File: src/rtl/dart_game_multi_if.sv
// Button input and score/status outputs of the dart game core, bundled as one port.
// The master side drives throw_button; the slave side (the core) drives everything else.
interface dart_game_multi_if #(
    parameter int SCORE_W = 8
);
    logic               throw_button;
    logic [2:0]         player_id;
    logic [5:0]         throw_score;
    logic               throw_valid;
    logic [SCORE_W-1:0] score_display;
    logic [SCORE_W-1:0] final_score;
    logic [2:0]         winner_id;
    logic               game_over;

    modport master (
        output throw_button,
        input  player_id, throw_score, throw_valid, score_display,
        input  final_score, winner_id, game_over
    );

    modport slave (
        input  throw_button,
        output player_id, throw_score, throw_valid, score_display,
        output final_score, winner_id, game_over
    );
endinterface

File: src/rtl/dart_game_multi.sv
// Multi-player dart game core: LFSR throw scores, per-player saturating totals, winner search.
// Optional macro DART_DOUBLE_EN enables the double ring (lfsr[5] doubles a valid throw).
module dart_game_multi #(
    parameter int          NUM_PLAYERS     = 4,
    parameter int          THROWS_PER_TURN = 3,
    parameter int          NUM_ROUNDS      = 3,
    parameter int          SCORE_W         = 8,
    parameter logic [15:0] LFSR_SEED       = 16'hACE1
) (
    input  logic             clk,
    input  logic             reset,
    dart_game_multi_if.slave bus
);
    localparam int TW    = $clog2(THROWS_PER_TURN + 1);
    localparam int RW    = $clog2(NUM_ROUNDS + 1);
    localparam int SUM_W = ((SCORE_W > 6) ? SCORE_W : 6) + 1;

    localparam logic [TW-1:0]      LAST_THROW  = TW'(THROWS_PER_TURN - 1);
    localparam logic [RW-1:0]      LAST_ROUND  = RW'(NUM_ROUNDS - 1);
    localparam logic [2:0]         LAST_PLAYER = 3'(NUM_PLAYERS - 1);
    localparam logic [SCORE_W-1:0] MAX_SCORE   = '1;
    localparam logic [SUM_W-1:0]   MAX_SUM     = SUM_W'(MAX_SCORE);

    typedef enum logic [1:0] {IDLE, PLAY, SEARCH, DONE} state_t;

    state_t             state_q, state_d;
    logic [15:0]        lfsr_q, lfsr_d;
    logic               btn_q;
    logic [TW-1:0]      throw_cnt_q, throw_cnt_d;
    logic [RW-1:0]      round_q, round_d;
    logic [2:0]         player_q, player_d;
    logic               adv_q, adv_d;
    logic [SCORE_W-1:0] total_q [8];
    logic [SCORE_W-1:0] total_d [8];
    logic [2:0]         search_idx_q, search_idx_d;
    logic [SCORE_W-1:0] best_q, best_d;
    logic [2:0]         best_id_q, best_id_d;
    logic [5:0]         throw_score_q, throw_score_d;
    logic               throw_valid_q, throw_valid_d;
    logic [SCORE_W-1:0] final_score_q, final_score_d;
    logic [2:0]         winner_id_q, winner_id_d;
    logic               game_over_q, game_over_d;

    logic               throw_edge;
    logic [4:0]         raw;
    logic [5:0]         score;
    logic [SUM_W-1:0]   sum;
    logic [SCORE_W-1:0] cand;

    always_comb begin
        raw   = lfsr_q[4:0];
        score = 6'd0;
        if (raw <= 5'd20) begin
`ifdef DART_DOUBLE_EN
            score = lfsr_q[5] ? {raw, 1'b0} : {1'b0, raw};
`else
            score = {1'b0, raw};
`endif
        end
    end

    // A finished turn is applied one cycle late so the thrower's new total is shown first.
    always_comb begin
        state_d       = state_q;
        lfsr_d        = {lfsr_q[0] ^ lfsr_q[2] ^ lfsr_q[3] ^ lfsr_q[5], lfsr_q[15:1]};
        throw_cnt_d   = throw_cnt_q;
        round_d       = round_q;
        player_d      = player_q;
        adv_d         = 1'b0;
        total_d       = total_q;
        search_idx_d  = search_idx_q;
        best_d        = best_q;
        best_id_d     = best_id_q;
        throw_score_d = throw_score_q;
        throw_valid_d = 1'b0;
        final_score_d = final_score_q;
        winner_id_d   = winner_id_q;
        game_over_d   = game_over_q;
        throw_edge    = bus.throw_button & ~btn_q;
        sum           = '0;
        cand          = total_q[search_idx_q];

        if (adv_q) begin
            if (player_q == LAST_PLAYER) begin
                player_d = 3'd0;
                round_d  = round_q + 1'b1;
            end else begin
                player_d = player_q + 3'd1;
            end
        end

        case (state_q)
            IDLE, PLAY: begin
                if (throw_edge) begin
                    state_d       = PLAY;
                    throw_valid_d = 1'b1;
                    throw_score_d = score;
                    sum           = SUM_W'(total_q[player_d]) + SUM_W'(score);
                    total_d[player_d] = (sum > MAX_SUM) ? MAX_SCORE : sum[SCORE_W-1:0];
                    if (throw_cnt_q == LAST_THROW) begin
                        throw_cnt_d = '0;
                        if (player_d == LAST_PLAYER && round_d == LAST_ROUND) begin
                            state_d      = SEARCH;
                            search_idx_d = 3'd0;
                        end else begin
                            adv_d = 1'b1;
                        end
                    end else begin
                        throw_cnt_d = throw_cnt_q + 1'b1;
                    end
                end
            end
            SEARCH: begin
                if (search_idx_q == 3'd0 || cand > best_q) begin
                    best_d    = cand;
                    best_id_d = search_idx_q;
                end
                if (search_idx_q == LAST_PLAYER) begin
                    state_d       = DONE;
                    game_over_d   = 1'b1;
                    final_score_d = best_d;
                    winner_id_d   = best_id_d;
                end else begin
                    search_idx_d = search_idx_q + 3'd1;
                end
            end
            default: ;
        endcase
    end

    always_ff @(posedge clk) begin
        btn_q <= bus.throw_button;
        if (reset) begin
            state_q       <= IDLE;
            lfsr_q        <= LFSR_SEED;
            throw_cnt_q   <= '0;
            round_q       <= '0;
            player_q      <= 3'd0;
            adv_q         <= 1'b0;
            for (int i = 0; i < 8; i++) total_q[i] <= '0;
            search_idx_q  <= 3'd0;
            best_q        <= '0;
            best_id_q     <= 3'd0;
            throw_score_q <= 6'd0;
            throw_valid_q <= 1'b0;
            final_score_q <= '0;
            winner_id_q   <= 3'd0;
            game_over_q   <= 1'b0;
        end else begin
            state_q       <= state_d;
            lfsr_q        <= lfsr_d;
            throw_cnt_q   <= throw_cnt_d;
            round_q       <= round_d;
            player_q      <= player_d;
            adv_q         <= adv_d;
            total_q       <= total_d;
            search_idx_q  <= search_idx_d;
            best_q        <= best_d;
            best_id_q     <= best_id_d;
            throw_score_q <= throw_score_d;
            throw_valid_q <= throw_valid_d;
            final_score_q <= final_score_d;
            winner_id_q   <= winner_id_d;
            game_over_q   <= game_over_d;
        end
    end

    assign bus.player_id     = player_q;
    assign bus.throw_score   = throw_score_q;
    assign bus.throw_valid   = throw_valid_q;
    assign bus.score_display = total_q[player_q];
    assign bus.final_score   = final_score_q;
    assign bus.winner_id     = winner_id_q;
    assign bus.game_over     = game_over_q;
endmodule

File: src/flat_wrapper.sv
// flat-port wrapper written by rule: the top's interface ports become plain ports
module dart_game_multi_flat 
#(
    parameter int          NUM_PLAYERS     = 4,
    parameter int          THROWS_PER_TURN = 3,
    parameter int          NUM_ROUNDS      = 3,
    parameter int          SCORE_W         = 8,
    parameter logic [15:0] LFSR_SEED       = 16'hACE1
)
  (clk, reset, bus_throw_button, bus_player_id, bus_throw_score, bus_throw_valid, bus_score_display, bus_final_score, bus_winner_id, bus_game_over);
  dart_game_multi_if #(.SCORE_W(SCORE_W)) bus_i ();
  input  logic clk;
  input  logic reset;
  input wire logic [$bits(bus_i.throw_button)-1:0] bus_throw_button;
  output wire logic [$bits(bus_i.player_id)-1:0] bus_player_id;
  output wire logic [$bits(bus_i.throw_score)-1:0] bus_throw_score;
  output wire logic [$bits(bus_i.throw_valid)-1:0] bus_throw_valid;
  output wire logic [$bits(bus_i.score_display)-1:0] bus_score_display;
  output wire logic [$bits(bus_i.final_score)-1:0] bus_final_score;
  output wire logic [$bits(bus_i.winner_id)-1:0] bus_winner_id;
  output wire logic [$bits(bus_i.game_over)-1:0] bus_game_over;
  assign bus_i.throw_button = bus_throw_button;
  assign bus_player_id = bus_i.player_id;
  assign bus_throw_score = bus_i.throw_score;
  assign bus_throw_valid = bus_i.throw_valid;
  assign bus_score_display = bus_i.score_display;
  assign bus_final_score = bus_i.final_score;
  assign bus_winner_id = bus_i.winner_id;
  assign bus_game_over = bus_i.game_over;
  dart_game_multi #(.NUM_PLAYERS(NUM_PLAYERS), .THROWS_PER_TURN(THROWS_PER_TURN), .NUM_ROUNDS(NUM_ROUNDS), .SCORE_W(SCORE_W), .LFSR_SEED(LFSR_SEED)) u_core (.clk(clk), .reset(reset), .bus(bus_i));
endmodule
File: config.mk
export PLATFORM = sky130hd
export DESIGN_NAME = dart_game_multi_flat
export DESIGN_NICKNAME = d
export VERILOG_FILES = /design/src/rtl/dart_game_multi_if.sv /design/src/rtl/dart_game_multi.sv /design/src/flat_wrapper.sv
export SDC_FILE = /design/constraint.sdc
export NUM_CORES = 1
export LEC_CHECK = 0
export CAP_MARGIN = 20
export CORE_UTILIZATION = 60
export DETAILED_ROUTE_END_ITERATION = 12
export GPL_TIMING_DRIVEN = 0
export PLACE_DENSITY = 0.79
export SLEW_MARGIN = 5
export SYNTH_ARGS = -nofsm -noshare
export SYNTH_HDL_FRONTEND = slang
export SYNTH_SLANG_ARGS = --single-unit
File: constraint.sdc
create_clock -name clk -period 10.85 [get_ports clk]
set_input_delay 3.255 -clock clk [delete_from_list [all_inputs] [get_ports clk]]
set_output_delay 3.255 -clock clk [all_outputs]
set_load 0.1 [all_outputs]
# Word level (Yosys, flattened, before mapping)
# Index checks and enable logic that the tools add are counted.
# classes
n_addsub	5
multipliers	0
div_mod_pow	0
magnitude_cmp	7
n_eq_ne	12
shift	0
n_mux	33
bitwise	11
reduce_logical	13
# op_table
cell	count
8-bit binary-select mux with 3-bit select	3
8-bit 2-to-1 mux	9
64-bit bitwise mux	1
8-bit demux with 3-bit select	1
3-bit 2-to-1 mux	7
2-bit 2-to-1 mux	7
4-bit >= comparator, second input constant	3
3-bit NOT with 4-bit output	3
8-bit by 5-bit adder with 9-bit output	1
3-bit by 2-bit equality test with 1-bit output, second input constant	3
9-bit by 8-bit > comparator with 1-bit output, second input constant	1
8-bit > comparator	1
2-bit by 1-bit != test with 1-bit output, second input constant	4
3-bit by 1-bit adder with 3-bit output, second input constant	2
2-bit equality test, second input constant	3
3-bit case mux with 2 select lines	1
5-bit <= comparator, second input constant	1
5-bit 2-to-1 mux	1
5-bit AND reduction	1
2-bit by 1-bit adder with 2-bit output, second input constant	2
4-bit by 1-bit < comparator with 1-bit output, second input constant	1
1-bit NOT	4
2-bit case mux with 2 select lines	1
2-bit AND reduction	2
13 further kinds	18
# word_totals
regBits	124
latchBits	0
ramBits	0
rom_bits	0
out_inout_bits	30
elab_cells	104
mem_count	0

# Logic depth before layout (Yosys ltp)
# logic_depth
depth_word	11
mapped_depth	21
ltp_nobuf	16

# Worst setup path before layout
# No wires, ideal clock.
# synth_timing
kind	reg2out
startpoint	register u_core.player_q[0] (netlist: u_core.bus.player_id[0])
endpoint	output bus_score_display[5]
arrival_time_ns	3.053
t_required_ns	7.595
setup_slack_ns	4.542
stages_incl_launch_ff	6
path_buffers	2
path_cell_list	dfxtp_1 -> buf_2 -> buf_1 -> mux4_2 -> nand2_1 -> nand2_1
# synth_between
elab_chain_len	4
# synth_lines
element	line	rtl
start, declared	dart_game_multi.sv:31	logic [2:0] player_q, player_d;
start signal, assigned	dart_game_multi.sv:154	player_q <= player_d;
3-bit NOT with 4-bit output (not written as such)	dart_game_multi.sv:171	assign bus.score_display = total_q[player_q];
8-bit binary-select mux with 3-bit select	dart_game_multi.sv:171	
8-bit 2-to-1 mux (not written as such) (2 in a row)	dart_game_multi.sv:171	
end, declared	flat_wrapper.sv:18	output wire logic [$bits(bus_i.score_display)-1:0] bus_score_display;
# No other way between the ends. The select of a mux whose other input is x is not followed.

# Worst setup path after layout
# layout_timing
startpoint	register u_core.player_q[0] (netlist: u_core.bus.player_id[0])
endpoint	output bus_score_display[0]
# The elaborated chain is that of the path after synthesis.

==> reports/metrics.cfg <==
[timing]
rsz0062_at_grt = no
setup_viol = 0
slew_headroom_pct = 34.9
hold_viol = 0
fin_worst_skew_ns = 0.00981
final_max_slew_viol_count = 0
whs_ns = 0.420
fmax_mhz = 140
worstMarginPinSlew_ns = 0.974
finalSetupTns_ns = 0
timing.final.crit_share_pct = 65.6
min_period_ns = 7.12

[power_and_ir_drop]
switching_share_pct = 28.0
clkPwrFrac_pct = 49.2
ir_worst_vdd_mv = 0.226
leakagePower_nw = 2.76
power_density_nw_per_um2 = 144
p_seq_share_pct = 41.6
p_int_uw = 803
p_switching_uw = 312
p_comb_share_pct = 9.2

[global_routing]
grt_pass1_wl_mm = 32.8
gr-total-overflow = 0
grt_max_degree = 17
grt.busiest_layer = met2
track_usage_pct = 38.0
antenna_found_initial = 0
met2_usage_pct = 59.2
grt_pass1_vias = 6259
grtUsageMet3_pct = 9.81
grt_util_met1_pct = 47.3

[final_layout]
final_nets = 842
fill_cells = 846
seq_area_um2 = 2460
insertedDiodeCount = 0
finish.utilization_pct = 71.2
final_cell_area_um2 = 7760
synthToLayoutAreaGrowth_pct = 15.6
multiInputGateArea_um2 = 3950
drive_gt1_share_pct = 11.6

[die]
dieArea_um2 = 11600
rows = 38
core_um2 = 10900
fp.dieH_um = 108
ios = 33
die_w_um = 108
initial_utilization_pct = 61.7

[critical_path]
r2r_setup_slack_ns = 5.49
critical_path_arrival_ns = 3.87
crit_chain = buf_2 > buf_1 > mux4_2 > nand2_1 > nand2_1 > clkdlybuf4s50_1
slowest_delay_ns = 0.98
worstPathRequired_ns = 7.60
crit_fanout = 10
rr_startpoint = u_core.bus.player_id[0]
cp-endpoint = bus_score_display[0]
end_kind = output pin
worst_setup_path_start_kind = flip-flop
r2r_cells = 20
worst_path_most_repeated_cell = nand2_1
critical_path_class = flip-flop to output pin
r2r_end = u_core.total_q[46]
cp_slowest_cell = clkdlybuf4s50_1
critPathLaunch = u_core.bus.player_id[0]

[clock_network]
htreeDepth = 4
clock-sinks = 123
cts_setup_buffers = 0
clk_latency_ns = 0.55
cts_hold_buf = 0
tritoncts = built
cts_buffers = 17
clk_path_buf_depth = 2
clk_pin_slew_ns = 0.06
ctsResizeCount = 0
cts_root_buf = clkbuf_8

[routing]
routed_via_density = 6.59
drtPass1Iterations = 7
wl_mm = 20.8
wl_per_cell_um = 21.3
drc = 0
via_count = 6414
final_antenna_net_count = 0
dr.first_iter.drc_count = 632

[place]
gp_congestion = 0.970
dp_hpwl_mm = 14.9
place_area_um2 = 7190
io_buffers = 30

[job]
max_cap_viol_count = 0

[synthesis]
syn_area_um2 = 6710
syn_nets = 793
synth.most_common_cell = nand2_1
postSynthAreaPerCell_um2 = 8.71
synthFlopType = dfxtp_1
yosysSeqAreaShare_pct = 36.7
synth.top_cells.by_count = 131 x nand2_1, 123 x dfxtp_1, 110 x nor2_1, 56 x a211oi_1, 40 x clkbuf_1
async_flop_share_pct = 0
netlist_instances = 771
synthesis.yosys.warnings = 0
synth_cell_types = 59
synth-seq-cells = 123
synth_top_area_cell = dfxtp_1
synth_edf_count = 0
synth_top_area_share_pct = 36.7
synth_area_leaders = dfxtp_1 37%, mux4_2 11%, nand2_1 7.3%, a211oi_1 6.3%, nor2_1 6.2%

[worst_hold_path]
hp-class = flip-flop to flip-flop

[outcome]
status = finished, final reports clean

[through the flow]
stage | power [mW] | cells | setup WS [ns]
2_1_floorplan | 0.547 | 771 | 4.54
3_3_place_gp | 0.570 | 941 | 4.36
3_5_place_dp | 0.573 | 941 | 4.31
4_1_cts | 1.11 | 973 | 3.69
5_1_grt | 1.15 | 973 | 3.52
6_report | 1.11 | 973 | 3.73
[state kept, by name (all words and copies together) (netlist names), 2 cells and up]
signal / count
u_core.bus.player_id: 3
u_core.bus.winner_id: 3
u_core.round_q: 2
u_core.bus.throw_score: 5
u_core.best_id_q: 3
u_core.throw_cnt_q: 2
u_core.state_q: 2
u_core.best_q: 8
u_core.lfsr_q: 16
u_core.total_q: 64
u_core.bus.final_score: 8
u_core.search_idx_q: 3
[routing by layer]
layer	vias up	share of wire, %
met3	94	9.9
met2	408	47
met1	3026	38
met5	-	0
met4	0	5.1
li1	2886	-
[worst max-delay path, delay by kind of cell (launching register included)]
family	cells	cell delay [ns]
buffers and inverters	3	2.10
DFF	1	0.39
muxes	1	0.64
and+or+nand+nor	2	0.19
[how the worst min path moves through the flow]
stage	startpoint	end	cells past startpoint
after floorplan	u_core.lfsr_q[11]	u_core.lfsr_q[10]	1
after global placement	u_core.lfsr_q[8]	u_core.lfsr_q[7]	1
after detailed placement	u_core.lfsr_q[7]	u_core.lfsr_q[6]	1
after CTS	u_core.lfsr_q[7]	u_core.lfsr_q[6]	1
after global routing	u_core.lfsr_q[7]	u_core.lfsr_q[6]	1
final	u_core.lfsr_q[8]	u_core.lfsr_q[7]	1
[power groups by stage]
| stage | registers (mW) | clock network (mW) | logic (mW) |
|---|---|---|---|
| floorplan | 0.477 | 0 | 0.0696 |
| global placement | 0.473 | 0 | 0.0972 |
| detailed placement | 0.474 | 0 | 0.0995 |
| CTS | 0.464 | 0.548 | 0.101 |
| global route | 0.465 | 0.573 | 0.109 |
| finish | 0.464 | 0.548 | 0.102 |
[cell usage in the layout, fill, tap and decap left out, types with 3 or more instances in the layout]
master / synthesis / routed
nand2_1: 131 / 131
dfxtp_1: 123 / 123
nor2_1: 110 / 110
a211oi_1: 56 / 56
clkbuf_1: 40 / 40
a21oi_1: 35 / 35
mux4_2: 32 / 32
clkdlybuf4s50_1: 0 / 30
and3_1: 18 / 18
ha_1: 18 / 18
clkbuf_16: 0 / 16
nor2b_1: 15 / 15
inv_1: 15 / 15
o21ai_0: 14 / 14
nor3_1: 14 / 14
a2111oi_1: 14 / 14
nand3_1: 13 / 13
mux2i_1: 11 / 11
buf_2: 10 / 10
o211a_1: 9 / 9
nand2b_1: 7 / 7
a311o_1: 7 / 7
or2_2: 7 / 7
inv_6: 0 / 6
xor2_1: 5 / 5
buf_1: 5 / 5
a32oi_1: 5 / 5
xnor2_1: 4 / 4
and2_1: 4 / 4
nor3b_1: 4 / 4
a221oi_1: 4 / 4
a21o_1: 4 / 4
clkinv_4: 0 / 4
a2111oi_2: 3 / 3
[final cells by class]
cell class                      instances  share of cell area (%)
Buffer                                 58                    3.16
Clock buffer                           17                    5.34
Clock inverter                         15                    2.00
Inverter                               16                   0.774
Multi-Input combinational cell        574                    50.9
Sequential cell                       123                    31.7
Tap cell                              140                    2.26
Timing Repair Buffer                   30                    3.87
[logic make-up after synthesis]
group	share of synthesized area [%]
AOI/OAI and AO/OA	19.1
xor gates and xnor gates	1.17
adders and majority gates	3.65
other	0.0559
muxes	12.4
and+or+nand+nor	22.4
DFF	36.7
buffers and inverters	4.55
(Power assumes the default switching activity.)
